--- config.mk ---
export PLATFORM = sky130hd
export DESIGN_NAME = mux_arb_nx1_flat
export DESIGN_NICKNAME = d
export VERILOG_FILES = /design/src/rtl/mux_arb_nx1_if.sv /design/src/rtl/mux_arb_nx1.sv /design/src/flat_wrapper.sv
export SDC_FILE = /design/constraint.sdc
export NUM_CORES = 1
export LEC_CHECK = 0
export BUFFER_PORTS_ARGS = -buffer_cell sky130_fd_sc_hd__buf_4
export CAP_MARGIN = 20
export CORE_AREA = 5 5 232 234
export CTS_CLUSTER_DIAMETER = 80
export DETAILED_ROUTE_END_ITERATION = 6
export DIE_AREA = 0 0 237 239
export SYNTH_ARGS = -nofsm -noshare
export SYNTH_HDL_FRONTEND = slang
export SYNTH_SLANG_ARGS = --single-unit
--- constraint.sdc ---
create_clock -name clk_i -period 4.4 [get_ports clk_i]
set_clock_uncertainty 0.05 [all_clocks]
set_input_delay 0.66 -clock clk_i [delete_from_list [all_inputs] [get_ports clk_i]]
set_output_delay 0.66 -clock clk_i [all_outputs]
set_load 0.02 [all_outputs]
--- src/rtl/mux_arb_nx1_if.sv ---
// Handshake bundle for mux_arb_nx1: N producer channels in, one registered beat out.
// The slave modport is the arbiter's view and the master modport is the environment's view.
interface mux_arb_nx1_if #(
   parameter int DATA_WIDTH   = 64,
   parameter int NUM_INPUTS   = 8,
   parameter int SELECT_WIDTH = $clog2(NUM_INPUTS)
);
   logic [NUM_INPUTS-1:0][DATA_WIDTH-1:0] data_i;
   logic [NUM_INPUTS-1:0]                 valid_i;
   logic [NUM_INPUTS-1:0]                 ready_o;
   logic [DATA_WIDTH-1:0]                 data_o;
   logic                                  valid_o;
   logic                                  ready_i;
   logic [SELECT_WIDTH-1:0]               grant_o;

   modport slave (
      input  data_i, valid_i, ready_i,
      output ready_o, data_o, valid_o, grant_o
   );

   modport master (
      output data_i, valid_i, ready_i,
      input  ready_o, data_o, valid_o, grant_o
   );
endinterface

--- src/rtl/mux_arb_nx1.sv ---
// N-to-1 arbitrated mux with a registered output stage and valid/ready on every channel.
// Round-robin by default; define MUX_ARB_FIXED_PRIO_EN for lowest-index-wins priority.
module mux_arb_nx1 #(
   parameter int DATA_WIDTH   = 64,
   parameter int NUM_INPUTS   = 8,
   parameter int SELECT_WIDTH = $clog2(NUM_INPUTS)
) (
   input  logic          clk_i,
   input  logic          reset_i,
   mux_arb_nx1_if.slave  bus
);
   localparam logic [SELECT_WIDTH:0] NUM_W = (SELECT_WIDTH+1)'(NUM_INPUTS);

   logic [DATA_WIDTH-1:0]   data_q, data_d;
   logic [SELECT_WIDTH-1:0] grant_q, grant_d;
   logic                    valid_q, valid_d;
   logic [SELECT_WIDTH-1:0] ptr_w;
   logic [SELECT_WIDTH:0]   cand;
   logic [SELECT_WIDTH-1:0] win_idx;
   logic                    win_found;
   logic                    load_en;
   logic                    xfer;

`ifdef MUX_ARB_FIXED_PRIO_EN
   assign ptr_w = '0;
`else
   logic [SELECT_WIDTH-1:0] ptr_q, ptr_d;
   logic [SELECT_WIDTH:0]   ptr_inc;
   assign ptr_w = ptr_q;
`endif

   // Scan upward from the pointer with wrap; candidates are always < NUM_INPUTS.
   always_comb begin
      win_found = 1'b0;
      win_idx   = '0;
      cand      = '0;
      for (int off = 0; off < NUM_INPUTS; off++) begin
         cand = {1'b0, ptr_w} + (SELECT_WIDTH+1)'(off);
         if (cand >= NUM_W) begin
            cand = cand - NUM_W;
         end
         if (!win_found && bus.valid_i[cand[SELECT_WIDTH-1:0]]) begin
            win_found = 1'b1;
            win_idx   = cand[SELECT_WIDTH-1:0];
         end
      end
   end

   assign load_en = !valid_q || bus.ready_i;
   assign xfer    = load_en && win_found && !reset_i;

   for (genvar gi = 0; gi < NUM_INPUTS; gi++) begin : g_ready
      assign bus.ready_o[gi] = xfer && (win_idx == SELECT_WIDTH'(gi));
   end

   always_comb begin
      data_d  = data_q;
      grant_d = grant_q;
      valid_d = valid_q;
      if (xfer) begin
         data_d  = bus.data_i[win_idx];
         grant_d = win_idx;
         valid_d = 1'b1;
      end else if (bus.ready_i) begin
         valid_d = 1'b0;
      end
   end

`ifndef MUX_ARB_FIXED_PRIO_EN
   always_comb begin
      ptr_d   = ptr_q;
      ptr_inc = {1'b0, win_idx} + (SELECT_WIDTH+1)'(1);
      if (xfer) begin
         ptr_d = (ptr_inc == NUM_W) ? '0 : ptr_inc[SELECT_WIDTH-1:0];
      end
   end

   always_ff @(posedge clk_i or posedge reset_i) begin
      if (reset_i) begin
         ptr_q <= '0;
      end else begin
         ptr_q <= ptr_d;
      end
   end
`endif

   // A held beat is discarded the moment reset rises.
   always_ff @(posedge clk_i or posedge reset_i) begin
      if (reset_i) begin
         data_q  <= '0;
         grant_q <= '0;
         valid_q <= 1'b0;
      end else begin
         data_q  <= data_d;
         grant_q <= grant_d;
         valid_q <= valid_d;
      end
   end

   assign bus.data_o  = data_q;
   assign bus.grant_o = grant_q;
   assign bus.valid_o = valid_q;
endmodule

--- src/flat_wrapper.sv ---
// flat-port wrapper written by rule: the top's interface ports become plain ports
module mux_arb_nx1_flat 
#(
   parameter int DATA_WIDTH   = 64,
   parameter int NUM_INPUTS   = 8,
   parameter int SELECT_WIDTH = $clog2(NUM_INPUTS)
)
  (clk_i, reset_i, bus_data_i, bus_valid_i, bus_ready_i, bus_ready_o, bus_data_o, bus_valid_o, bus_grant_o);
  mux_arb_nx1_if #(.DATA_WIDTH(DATA_WIDTH), .NUM_INPUTS(NUM_INPUTS), .SELECT_WIDTH(SELECT_WIDTH)) bus_i ();
  input  logic clk_i;
  input  logic reset_i;
  input wire logic [$bits(bus_i.data_i)-1:0] bus_data_i;
  input wire logic [$bits(bus_i.valid_i)-1:0] bus_valid_i;
  input wire logic [$bits(bus_i.ready_i)-1:0] bus_ready_i;
  output wire logic [$bits(bus_i.ready_o)-1:0] bus_ready_o;
  output wire logic [$bits(bus_i.data_o)-1:0] bus_data_o;
  output wire logic [$bits(bus_i.valid_o)-1:0] bus_valid_o;
  output wire logic [$bits(bus_i.grant_o)-1:0] bus_grant_o;
  assign bus_i.data_i = bus_data_i;
  assign bus_i.valid_i = bus_valid_i;
  assign bus_i.ready_i = bus_ready_i;
  assign bus_ready_o = bus_i.ready_o;
  assign bus_data_o = bus_i.data_o;
  assign bus_valid_o = bus_i.valid_o;
  assign bus_grant_o = bus_i.grant_o;
  mux_arb_nx1 #(.DATA_WIDTH(DATA_WIDTH), .NUM_INPUTS(NUM_INPUTS), .SELECT_WIDTH(SELECT_WIDTH)) u_core (.clk_i(clk_i), .reset_i(reset_i), .bus(bus_i));
endmodule
# Word-level counts from Yosys, hierarchy flattened
# Index checks and enable logic that the tools add are counted.
# W data, S select, Z words.
# classes
multipliers	0
add_sub_neg	16
n_eq_ne	8
order_cmp	17
n_div	0
n_bitwise	0
n_shift	0
n_reduce_logical	29
mux	45
# op_table
operator	n
$bmux W64 S3	1
$mux W64	1
$mux W3	17
$lt A3 B4 Y1 const B	9
$ge A4 B4 Y1 const B	7
$bmux W1 S3	8
$sub A3 B1 Y3 const B	8
$mux W1	18
$logic_and A1 B1 Y1	17
$add A3 B3 Y4 const B	4
$eq A3 B3 Y1 const B	4
$logic_not A1 Y1	9
$add A3 B1 Y4 const B	2
$add A3 B2 Y4 const B	2
$eq A3 B2 Y1 const B	2
$eq A4 B4 Y1 const B	1
$ge A3 B4 Y1 const B	1
$eq A3 B1 Y1 const B	1
$logic_not A3 Y1	1
$reduce_bool A2 Y1	1
$logic_or A1 B1 Y1	1
# totals
elab_cells	119
reg_bits	71
out_inout_bits	76
mem_count	0
ram_bits	0
in_bits	523
romBits	0
latch_bits	0

# Depth between registers and ports, before layout
# Gate-level depths: netlist of the first run.
# logic_depth
word_depth	29
ltp_mapped	20

# Worst setup path before layout of the first run
# OpenSTA, ideal clock, no wires.
# synth_timing
kind	register to output
start	register u_core.ptr_q[1]
end	output port bus_ready_o[3]
path_stages_with_launch	20
setup_slack_ps	-386
t_required_ps	3690
t_arrival_ps	4076
path_buffers	6
path_cell_list	dfrtp_1 > buf_2 > buf_1 > inv_1 > ha_1 > buf_4 > mux4_2 > mux2_2 > nor3_2 > o211a_4 > a211oi_1 > or2_1 > buf_2 > clkinv_2 > buf_6 > buf_2 > ha_1 > ha_1 > inv_1 > nor2_1
# synth_rtl
item	line_no	text
start: declaration	mux_arb_nx1.sv:27	logic [SELECT_WIDTH-1:0] ptr_q, ptr_d;
start signal: assignment	mux_arb_nx1.sv:82	ptr_q <= ptr_d;
parallel branches: the longest is 25 deep, another holds $add A3 B1 Y4	--	
$mux W3 (*)	mux_arb_nx1.sv:42	if (!win_found && bus.valid_i[cand[SELECT_WIDTH-1:0]]) begin
via u_core.win_idx[0]	mux_arb_nx1.sv:19	logic [SELECT_WIDTH-1:0] win_idx;
$eq A3 B2 Y1 (*)	mux_arb_nx1.sv:53	assign bus.ready_o[gi] = xfer && (win_idx == SELECT_WIDTH'(gi));
$logic_and A1 B1 Y1 (*)	mux_arb_nx1.sv:53	
end: declaration	flat_wrapper.sv:15	output wire logic [$bits(bus_i.ready_o)-1:0] bus_ready_o;
# Mark *: on every way through the listed nets, which the timed path passes. The select of a mux whose other input is x is not followed.

# Worst setup path after layout of the first run
# layout_timing
start	register u_core.ptr_q[1]
end	output port bus_ready_o[3]
# layout_between
elab_chain_cells	29
# layout_lines
item	line_no
parallel branches: the longest is 28 deep, another holds $add A3 B1 Y4	--
$logic_and A1 B1 Y1 (*)	mux_arb_nx1.sv:53
# Every way passes the cells marked *. The select of a mux whose other input is x is not followed.

==> metrics.md, run 1 <==
| Metric | Value |
|---|---|
| Status | completed |
| Post-DRT Antenna Nets | 0 |
| Syn_nets | 1545 |
| Via density | roughly 4.6 |
| Clock Tree Buf Depth | 2 |
| Top FF cell, synth | dfrtp_1 |
| Die area | 56600 um2 |
| Metal-1 WL | roughly 17000 um |
| Later-pin clock latency in the skew report | 0.37 ns |
| DR WL/cell | between 20 and 25 um |
| Share of cells above drive strength 1 | 45.4% |
| CTS Buf Count | 9 |
| Highest Signal Layer | met5 |
| Initial DRC Count | 558 |
| Starting Density | 14.9% |
| Final Hold Viols | 0 |
| RSZ-0062 raised after global routing | yes |
| Worst VDD drop | 1010 uV |
| Post-Synthesis Cell Area | around 7700 um2 |
| IO Count | approximately 600 |
| Vias in the first global route | 10800 |
| Die width | between 200 and 250 um |
| Asr flop ratio synth | 100% |
| Final wirelength | 45700 um |
| Row count | 84 |
| Fmax | roughly 230 MHz |
| CTS clk-pin slew, worst paths | 0.06 ns |
| Final Cycle Share | 96.8% |
| Pwr Density | 1020 nW/um2 |
| CTS tree | built |
| Leakage power | about 6.4 nW |
| Worst EP arrival | 3.55 ns |
| Buffers on Ports | 598 |
| CP most frequent cell | buf_4 |
| Crit Path Category | flip-flop to output pin |
| CTS Root Cell | clkbuf_16 |
| Minimum clock period | 4.26 ns |
| H-tree depth | 3 |
| Antenna violations before repair | 2 |
| Top-count cell post-synth | nand2_1 |
| Mapped Avg Cell Area | 7.63 um2 |
| Setup violators final | 0 |
| Synthesized flop and latch total | 71 |
| Max transition margin | around three fifths |
| Via count | 10400 |
| Syn-to-layout area delta | 74.6% |
| Commonest cells in the netlist | nand2_1 (384), mux2i_1 (92), a32o_1 (75) |
| Die H | 239 um |
| Largest net degree at the start of global routing | 84 |
| Met3 WL | 4150 um |
| Drt first pass iters | 5 |
| WL met2 | 22300 um |
| Gpl congestion | around 0.98 |
| Worst path slowest cell | mux4_2 |
| Max-slew violations | 0 |
| DRC violations left | 0 |
| Synth Instances | 1014 |
| Critical path cell sequence | buf_4 > ha_1 > buf_4 > mux2i_1 > mux4_2 > a22o_4 > o211a_1 > a32o_1 > nor2_4 > inv_4 > ha_4 > ha_1 > inv_1 > nor2_4 > buf_4 |
| Ys Warns | 0 |
| GRT Util Overall | 15.0% |
| Largest fanout on the critical path | 16 |
| Antenna Cells | 0 |
| TritonCTS Sinks | 71 |
| First-pass GRT wire length | about 65000 um |
| Largest cells by area after synthesis | dfrtp_1 (23%), nand2_1 (19%), mux2i_1 (12%), a32o_1 (9.7%), a32oi_1 (6.1%) |
| Number of max-cap violations | 0 |
| Design Power | 13.8 mW |
| Yosys cell types | 52 |
| EDFF count, synth | 0 |
| Core area | 51800 um2 |
| Final cell utilization of the core | 26.1% |
| CP Capture Type | output pin |
| Worst min path class | input port to asynchronous set/reset pin |
| DP Wirelength | 36600 um |
| Nets | 2098 |
| GR Overflow Total | 0 |
| Tightest Pin Transition | 0.598 ns |
| Cell taking the most area after synthesis | dfrtp_1 |
| Critical path required time | 3.69 ns |
| Synth top area share | 23.0% |
| Sequential area share after synthesis | 23.0% |
| Slowest stage delay, CP | a little under 0.5 ns |
| CP Launch Type | flip-flop |
| Filler cells | 5667 |
[registers in the layout, indices dropped and copies added, names as in the netlist]
| name | flops |
|---|---|
| u_core.bus.valid_o | 1 |
| u_core.ptr_q | 3 |
| u_core.bus.grant_o | 3 |
| u_core.bus.data_o | 64 |
[critical path, delay by kind of cell (launching register included)]
kind / cells / cell delay, ns
flip-flops: 1 / 0.38
adder cells (fa/ha/maj): 3 / 0.57
AND/OR/NAND/NOR: 2 / 0.20
AO/OA/AOI/OAI: 3 / 0.68
multiplexers: 2 / 0.60
buffers and inverters: 5 / 0.73
[power breakdown]
part / total, mW / internal [mW] / switching (mW) / leakage [nW]
registers: 1.23 / 1.00 / 0.222 / 0.861
logic: 11.6 / 4.51 / 7.09 / 5.40
clock network: 0.974 / 0.629 / 0.345 / 0.180
[cells in the final DEF (no fill, tap or decap), drive strengths merged, types with 5 or more instances in the layout]
cell,n
o31ai,10
nand2,384
a32o,75
a21oi,7
ha,8
inv,13
clkbuf,11
a31oi,56
a32oi,54
nor2,21
dfrtp,71
mux2i,92
mux4,15
and2,6
nand3,55
buf,641
mux2,5
[worst paths after layout]
path                                  startpoint  slack, ns  depth (start not counted)                    end
setup / recovery                 u_core.ptr_q[1]       0.14                         15         bus_ready_o[3]
hold / removal                           reset_i       0.32                          2  u_core.bus.data_o[16]
setup reg to reg                 u_core.ptr_q[1]       0.47                         14  u_core.bus.data_o[17]
hold reg to reg            u_core.bus.data_o[38]       0.44                          1  u_core.bus.data_o[38]
max in group asynchronous                reset_i       3.02                          3   u_core.bus.data_o[6]
min in group clk_i         u_core.bus.data_o[38]       0.44                          1  u_core.bus.data_o[38]
[logic make-up after synthesis]
family / after synthesis / synth area share [%]
AND/OR/NAND/NOR: 479 / 25.4
flip-flops: 71 / 23.0
AO/OA/AOI/OAI: 230 / 25.1
adder cells (fa/ha/maj): 8 / 1.29
XOR/XNOR: 2 / 0.227
buffers and inverters: 112 / 8.04
multiplexers: 112 / 17.0
[timing repair]
item	CTS	global route
pin swaps	2	2
endpoints found under the hold margin	0	0
setup buffers	2	5
gates cloned	0	0
setup endpoints to repair	8	8
hold buffers	0	0
resized for setup	7	14
[cell type report]
cell class	count	area (um2)	area share [%]
Timing Repair Buffer	641	4980	36.9
Clock buffer	11	243	1.80
Tap cell	688	861	6.38
Clock inverter	5	129	0.955
Inverter	13	61.3	0.454
Sequential cell	71	1780	13.2
Multi-Input combinational cell	831	5450	40.4
[stage by stage]
stage	TNS, ns	hold WS, ns	std cells	worst slack (ns)	cell area (um2)
final	0	0.323	2260	0.142	13500
after global routing	-0.0328	0.349	2260	-0.0291	13500
after CTS	0	0.313	2255	0.00577	13400
after detailed placement	0	0.430	2237	0.0904	13000
after global placement	0	0.413	2237	0.145	13000
after floorplan	0	0.540	1014	0.0278	7760
[metal layers]
metal	global-route usage, %	vias up
met5	0	-
met4	6.47	2
met3	4.63	78
met2	25.5	598
met1	17.4	4883
li1	-	4849
No activity file was read; power rests on OpenSTA's default activity.
==> inputs of run 2 (changes only) <==
- CORE_AREA: 5 5 232 234 -> 2 2 236 238
- DIE_AREA: 0 0 237 239 -> 0 0 238 240
==> metrics.md, run 2 (same netlist as run 1, synthesis figures left out) <==
| Metric | Value |
|---|---|
| Status | completed |
| Most common cell after layout, fill and taps aside | buf_4 |
| Share of cells above drive strength 1 | 44.9% (-0.41 points) |
| Post-Route Setup TNS | 0 ns (unchanged) |
| GR Overflow Total | 0 (unchanged) |
| Max-slew violations | 0 (unchanged) |
| CTS Buf Count | 9 (unchanged) |
| Via density | 4.50 (-2.2%) |
| Clock power frac | 6.3% (-0.8 points) |
| Psw | 7.37 mW (-3.7%) |
| Via count | 10300 (-1.4%) |
| Antenna violations before repair | 4 (+2) |
| H-tree depth | 3 (unchanged) |
| CTS clk-pin slew, worst paths | 0.06 ns (about the same) |
| Initial DRC Count | 556 (-0.36%) |
| Core area | 54700 um2 (+5.5%) |
| IO Count | 599 (unchanged) |
| Drt first pass iters | 5 (unchanged) |
| Nets | 2100 (+0.095%) |
| DP Wirelength | 33800 um (-7.5%) |
| Final Hold Viols | 0 (unchanged) |
| Cts hold-fix bufs | 0 (unchanged) |
| Final setup margin | 0.171 ns (+0.0294 ns) |
| Worst EP arrival | 3.52 ns (-0.03 ns) |
| TritonCTS Sinks | 71 (unchanged) |
| Die H | 240 um (+0.42%) |
| First-pass GRT wire length | 61300 um (-6.1%) |
| Buffers on Ports | 598 (unchanged) |
| Combinational Power Share | 84.4% (+0.3 points) |
| Slowest stage delay, CP | 0.58 ns (+0.09 ns) |
| Clock Tree Buf Depth | 2 (unchanged) |
| Leakage power | 6.41 nW (-0.45%) |
| Critical path required time | 3.69 ns (about the same) |
| Filler cells | 6018 (+6.2%) |
| Flop pwr share | 9.3% (+0.4 points) |
| Largest fanout on the critical path | 13 (-3) |
| Minimum clock period | 4.23 ns (-0.0294 ns) |
| Worst path slowest cell | mux4_2 |
| Pre-CTS setup slack | 0.0526 ns (-0.0377 ns) |
| Final Cycle Share | 96.1% (-0.67 points) |
| Number of max-cap violations | 0 (unchanged) |
| CP Capture Type | output pin |
| Vias in the first global route | 10500 (-2.4%) |
| Pint | 5.86 mW (-4.6%) |
| Worst VDD drop | 610 uV (-40%) |
| Post-DRT Antenna Nets | 0 (unchanged) |
| Max reg flops | 64 (unchanged) |
| Largest net degree at the start of global routing | 82 (-2.4%) |
| Worst min path class | input port to asynchronous set/reset pin |
| Crit Path Category | flip-flop to output pin |
| Pwr Density | 986 nW/um2 (-3.5%) |
| Tightest Pin Transition | 0.626 ns (+0.0274 ns) |
| Die width | 238 um (+0.42%) |
| Max transition margin | 58.2% (-1.9 points) |
| Row count | 86 (+2.4%) |
| GRT Util Overall | 14.1% (-0.85 points) |
| Fmax | 236 MHz (+0.69%) |
| Commonest cells after routing, fill and taps aside | buf_4 (631), nand2_1 (384), mux2i_1 (92), a32o_1 (75), dfrtp_1 (71) |
| Final wirelength | 42500 um (-7.1%) |
| CP Launch Type | flip-flop |
| Later-pin clock latency in the skew report | 0.36 ns (about the same) |
| CTS Root Cell | clkbuf_16 |
| DR WL/cell | 18.6 um (-7.9%) |
| Syn-to-layout area delta | 73.4% |
| Die area | 57100 um2 (+0.84%) |
| CTS tree | built |
| Critical path cell sequence | inv_1 > ha_4 > mux4_2 > a21oi_2 > a22o_1 > o2111ai_1 > a32o_1 > nor2_4 > inv_4 > ha_2 > ha_1 > inv_1 > nor2_4 > buf_4 |
| Gpl congestion | 0.923 (-5.9%) |
| Setup violators final | 0 (unchanged) |
| Switch share | 55.7% (+0.23 points) |
| DRC violations left | 0 (unchanged) |
| RSZ-0062 raised after global routing | yes |
| Starting Density | 14.2% (-0.78 points) |
==> run 2: cell types whose count changed in the layout (fill, tap and decap cells not counted), sizes merged <==
| cell | previous run | this run |
|---|---|---|
| buf | 641 | 643 |
| bufinv | 4 | 2 |
| clkbuf | 11 | 9 |
| clkinv | 1 | 3 |
| clkinvlp | 0 | 1 |
| diode | 0 | 2 |
==> run 2: area by class of cell <==
type                    instances  area, um2  share of cell area, %
multi-input cells             831       5420                   40.4
inverters                      13       61.3                  0.457
clock inverters                 6       86.3                  0.644
well taps                     704        881                   6.57
clock buffers                   9        225                   1.68
diodes                          2       5.00                 0.0373
repair buffers                643       4960                   37.0
flip-flops and latches         71       1780                   13.2
==> run 2: path summary, 6_finish.rpt <==
path                                       start                    end  slack, ns  cells past startpoint
max reg2reg                      u_core.ptr_q[1]  u_core.bus.data_o[49]       0.51                     14
min                                      reset_i  u_core.bus.data_o[43]       0.29                      2
max in group asynchronous                reset_i  u_core.bus.data_o[18]       3.37                      3
max                              u_core.ptr_q[1]         bus_ready_o[7]       0.17                     14
min reg2reg                u_core.bus.grant_o[0]  u_core.bus.grant_o[0]       0.43                      1
min in group clk_i         u_core.bus.grant_o[0]  u_core.bus.grant_o[0]       0.43                      1
==> run 2: what timing repair did <==
action                     CTS  global route
setup endpoints to repair    6             8
setup buffers                1             7
pin swaps                    1             5
resized for setup            3            10
==> run 2: metal layers <==
layer | vias to the layer above | GRT usage, % | routed length [um]
li1 | 4859 | - | -
met5 | - | 0 | 13
met4 | 2 | 6.65 | 1590
met1 | 4855 | 16.8 | 17100
met2 | 472 | 23.8 | 20700
met3 | 76 | 3.64 | 3080
==> run 2: critical path: cells and delay by family (launching register included) <==
kind	cells	cell delay, ns
multiplexers	1	0.58
adder cells (fa/ha/maj)	3	0.73
AO/OA/AOI/OAI	4	0.87
buffers and inverters	4	0.44
AND/OR/NAND/NOR	2	0.17
flip-flops	1	0.34
==> run 2: power groups by stage <==
stage / Clock [mW] / Sequential, mW / Combinational (mW)
after global placement: 0 / 1.22 / 10.9
after detailed placement: 0 / 1.23 / 11.0
after floorplan: 0 / 1.55 / 7.26
after global routing: 0.901 / 1.27 / 12.1
final: 0.831 / 1.23 / 11.2
after CTS: 0.881 / 1.22 / 11.1
==> run 2: stage by stage <==
step / hold WS, ns / instances / utilization [%] / instance area (um2) / total power, mW
after floorplan: 0.540 / 1014 / - / 7760 / 8.81
after detailed placement: 0.425 / 2253 / 23.7 / 13000 / 12.2
after global routing: 0.294 / 2278 / 24.5 / 13400 / 14.2
after global placement: 0.413 / 2253 / 23.7 / 13000 / 12.1
after CTS: 0.441 / 2269 / 24.3 / 13300 / 13.2
final: 0.288 / 2279 / 24.5 / 13400 / 13.2
==> inputs of run 3 (changes only) <==
- clock period: 4.4 -> 3.5 ns (I/O delays scaled with it)
==> metrics.md, run 3 (same netlist as run 1, synthesis figures left out) <==
| Metric | Value |
|---|---|
| Crit path to | bus_ready_o[2] |
| Cts hold-fix bufs | 0 (unchanged) |
| CTS Buf Count | 9 (unchanged) |
| TritonCTS Sinks | 71 (unchanged) |
| Die H | 240 um (unchanged) |
| CP Launch Type | flip-flop |
| Clock Tree Buf Depth | 2 (unchanged) |
| GR Overflow Total | 0 (unchanged) |
| DRC violations left | 0 (unchanged) |
| Tightest Pin Transition | 0.475 ns (-0.151 ns) |
| CP startpoint | u_core.ptr_q[0] |
| Status | complete, but fails checks |
| Worst r2r src | u_core.ptr_q[0] |
| Buffers on Ports | 598 (unchanged) |
| H-tree depth | 3 (unchanged) |
| Final setup margin | -0.508 ns (-0.679 ns) |
| CTS clk-pin slew, worst paths | 0.07 ns (about the same) |
| Core area | 54700 um2 (unchanged) |
| Final Cycle Share | 115% |
| Area after DPL | 14200 um2 (+9.7%) |
| Number of max-cap violations | 0 (unchanged) |
| Most common cell after layout, fill and taps aside | buf_4 |
| Nets | 2302 (+9.6%) |
| DR WL/cell | 21.7 um (+16%) |
| Final wirelength | 53800 um (+27%) |
| IO Count | 599 (unchanged) |
| Row count | 86 (unchanged) |
| Gpl congestion | 0.927 (+0.49%) |
| Flop2flop setup slack | -0.44 ns (-0.95 ns) |
| Minimum clock period | approximately 4 ns |
| Starting Density | 14.2% (unchanged) |
| Via density | 4.63 (+2.7%) |
| Fmax | 250 MHz |
| Share of cells above drive strength 1 | 58.1% (+13 points) |
| Final Hold Viols | 0 (unchanged) |
| Die width | 238 um (unchanged) |
| Critical path required time | 2.92 ns (-0.77 ns) |
| Commonest cells after routing, fill and taps aside | buf_4 (722), nand2_1 (379), a32o_1 (72), mux2i_1 (70), dfrtp_1 (70) |
| Non-Filler Instances | 2481 (+8.9%) |
| Worst VDD drop | 1060 uV (+73%) |
| Setup violators final | 72 (+72) |
| Worst min path class | input port to asynchronous set/reset pin |
| R2R Path End | u_core.bus.data_o[63] |
| Largest fanout on the critical path | 8 (-5) |
| Initial DRC Count | 748 (+35%) |
| Syn-to-layout area delta | 120% |
| Via count | 11500 (+12%) |
| Violated checks | setup timing |
| CTS tree | built |
| Reg2Reg Depth | 19 (+5) |
| RSZ-0062 raised after global routing | yes |
| Vias in the first global route | 11600 (+10%) |
| GRT Util Overall | 17.5% (+3.4 points) |
| Largest net degree at the start of global routing | 68 (-17%) |
| Max reg flops | 64 (unchanged) |
| Crit Path Category | flip-flop to output pin |
| DP Wirelength | 38000 um (+12%) |
| Antenna violations before repair | 1 (-3) |
| Leakage power | 7.94 nW (+24%) |
| Max transition margin | 68.3% (+10 points) |
| Worst EP arrival | 3.43 ns (-0.09 ns) |
| Max-slew violations | 0 (unchanged) |
| Placed insts | 2378 (+5.5%) |
| Drt first pass iters | 5 (unchanged) |
| Pwr Density | 1640 nW/um2 (+66%) |
| Die area | 57100 um2 (unchanged) |
| CP Capture Type | output pin |
| Design area | 17000 um2 (+27%) |
| Later-pin clock latency in the skew report | 0.38 ns (+0.02 ns) |
| Post-DRT Antenna Nets | 0 (unchanged) |
| CTS Root Cell | clkbuf_16 |
| First-pass GRT wire length | 73100 um (+19%) |
-- run 3: cell count changes in the layout (fill, tap and decap cells not counted), moves of 23 or more --
cell,before,now
nand3_1,55,28
buf_6,1,33
a32oi_1,54,28
buf_12,10,45
nand3_2,0,23
buf_4,631,722
a32oi_2,0,24
-- run 3: what timing repair did --
item,4_1_cts,5_1_grt
setup buffers,43,19
pin swaps,34,32
gates resized for setup,173,83
cloned,20,8
endpoints found under the setup margin,72,75
-- run 3: power breakdown --
group	total, mW	switching, mW	internal (mW)
clock	0.918	0.444	0.474
sequential	1.54	0.277	1.26
combinational	25.4	12.5	12.9
-- run 3: per-layer routing --
layer,GRT usage (%),up-vias,wire length (um)
li1,-,5283,-
met1,20.9,5488,21500
met2,30.4,617,26300
met3,4.67,87,4310
met4,5.89,0,1730
met5,0,-,0
-- run 3: area by class of cell --
| class | instances | area, um2 |
|---|---|---|
| fill | 5747 | 37700 |
| timing repair buffer | 845 | 7760 |
| multi-input combinational | 831 | 6240 |
| sequential | 71 | 1780 |
| tap | 704 | 881 |
| clock buffer | 9 | 225 |
| inverter | 13 | 68.8 |
| clock inverter | 7 | 40.0 |
| antenna | 1 | 2.50 |
-- run 3: per-stage QoR --
| stage | total power [mW] | setup slack (ns) | util [%] | hold WS [ns] | TNS (ns) |
|---|---|---|---|---|---|
| after CTS | 25.8 | -0.557 | 29.7 | 0.356 | -17.15 |
| after floorplan | 11.3 | -0.416 | - | 0.540 | -3.86 |
| after detailed placement | 18.6 | -0.554 | 26.0 | 0.420 | -14.21 |
| after global routing | 29.3 | -0.639 | 31.1 | 0.132 | -33.44 |
| final | 27.9 | -0.508 | 31.1 | 0.121 | -24.03 |
| after global placement | 18.5 | -0.511 | 26.0 | 0.415 | -10.88 |
-- run 3: worst min path at each step --
stage	startpoint	to	slack, ns	depth (start not counted)
final	reset_i	u_core.bus.data_o[32]	0.12	2
after global routing	reset_i	u_core.bus.data_o[32]	0.13	2
after CTS	reset_i	u_core.bus.valid_o	0.36	2
after detailed placement	u_core.bus.data_o[59]	u_core.bus.data_o[59]	0.42	2
after global placement	u_core.bus.data_o[61]	u_core.bus.data_o[61]	0.42	2
after floorplan	u_core.bus.grant_o[1]	u_core.bus.grant_o[1]	0.54	2
-- run 3: critical path, stage by stage, from the launching register on --
cell      delay (ns)
dfrtp_1         0.42
inv_2           0.07
ha_4            0.34
mux4_2          0.55
mux2_4          0.31
nor3_4          0.15
o211a_4         0.21
a211oi_2        0.07
or2_4           0.30
buf_12          0.14
ha_2            0.20
and2_4          0.14
buf_4           0.15
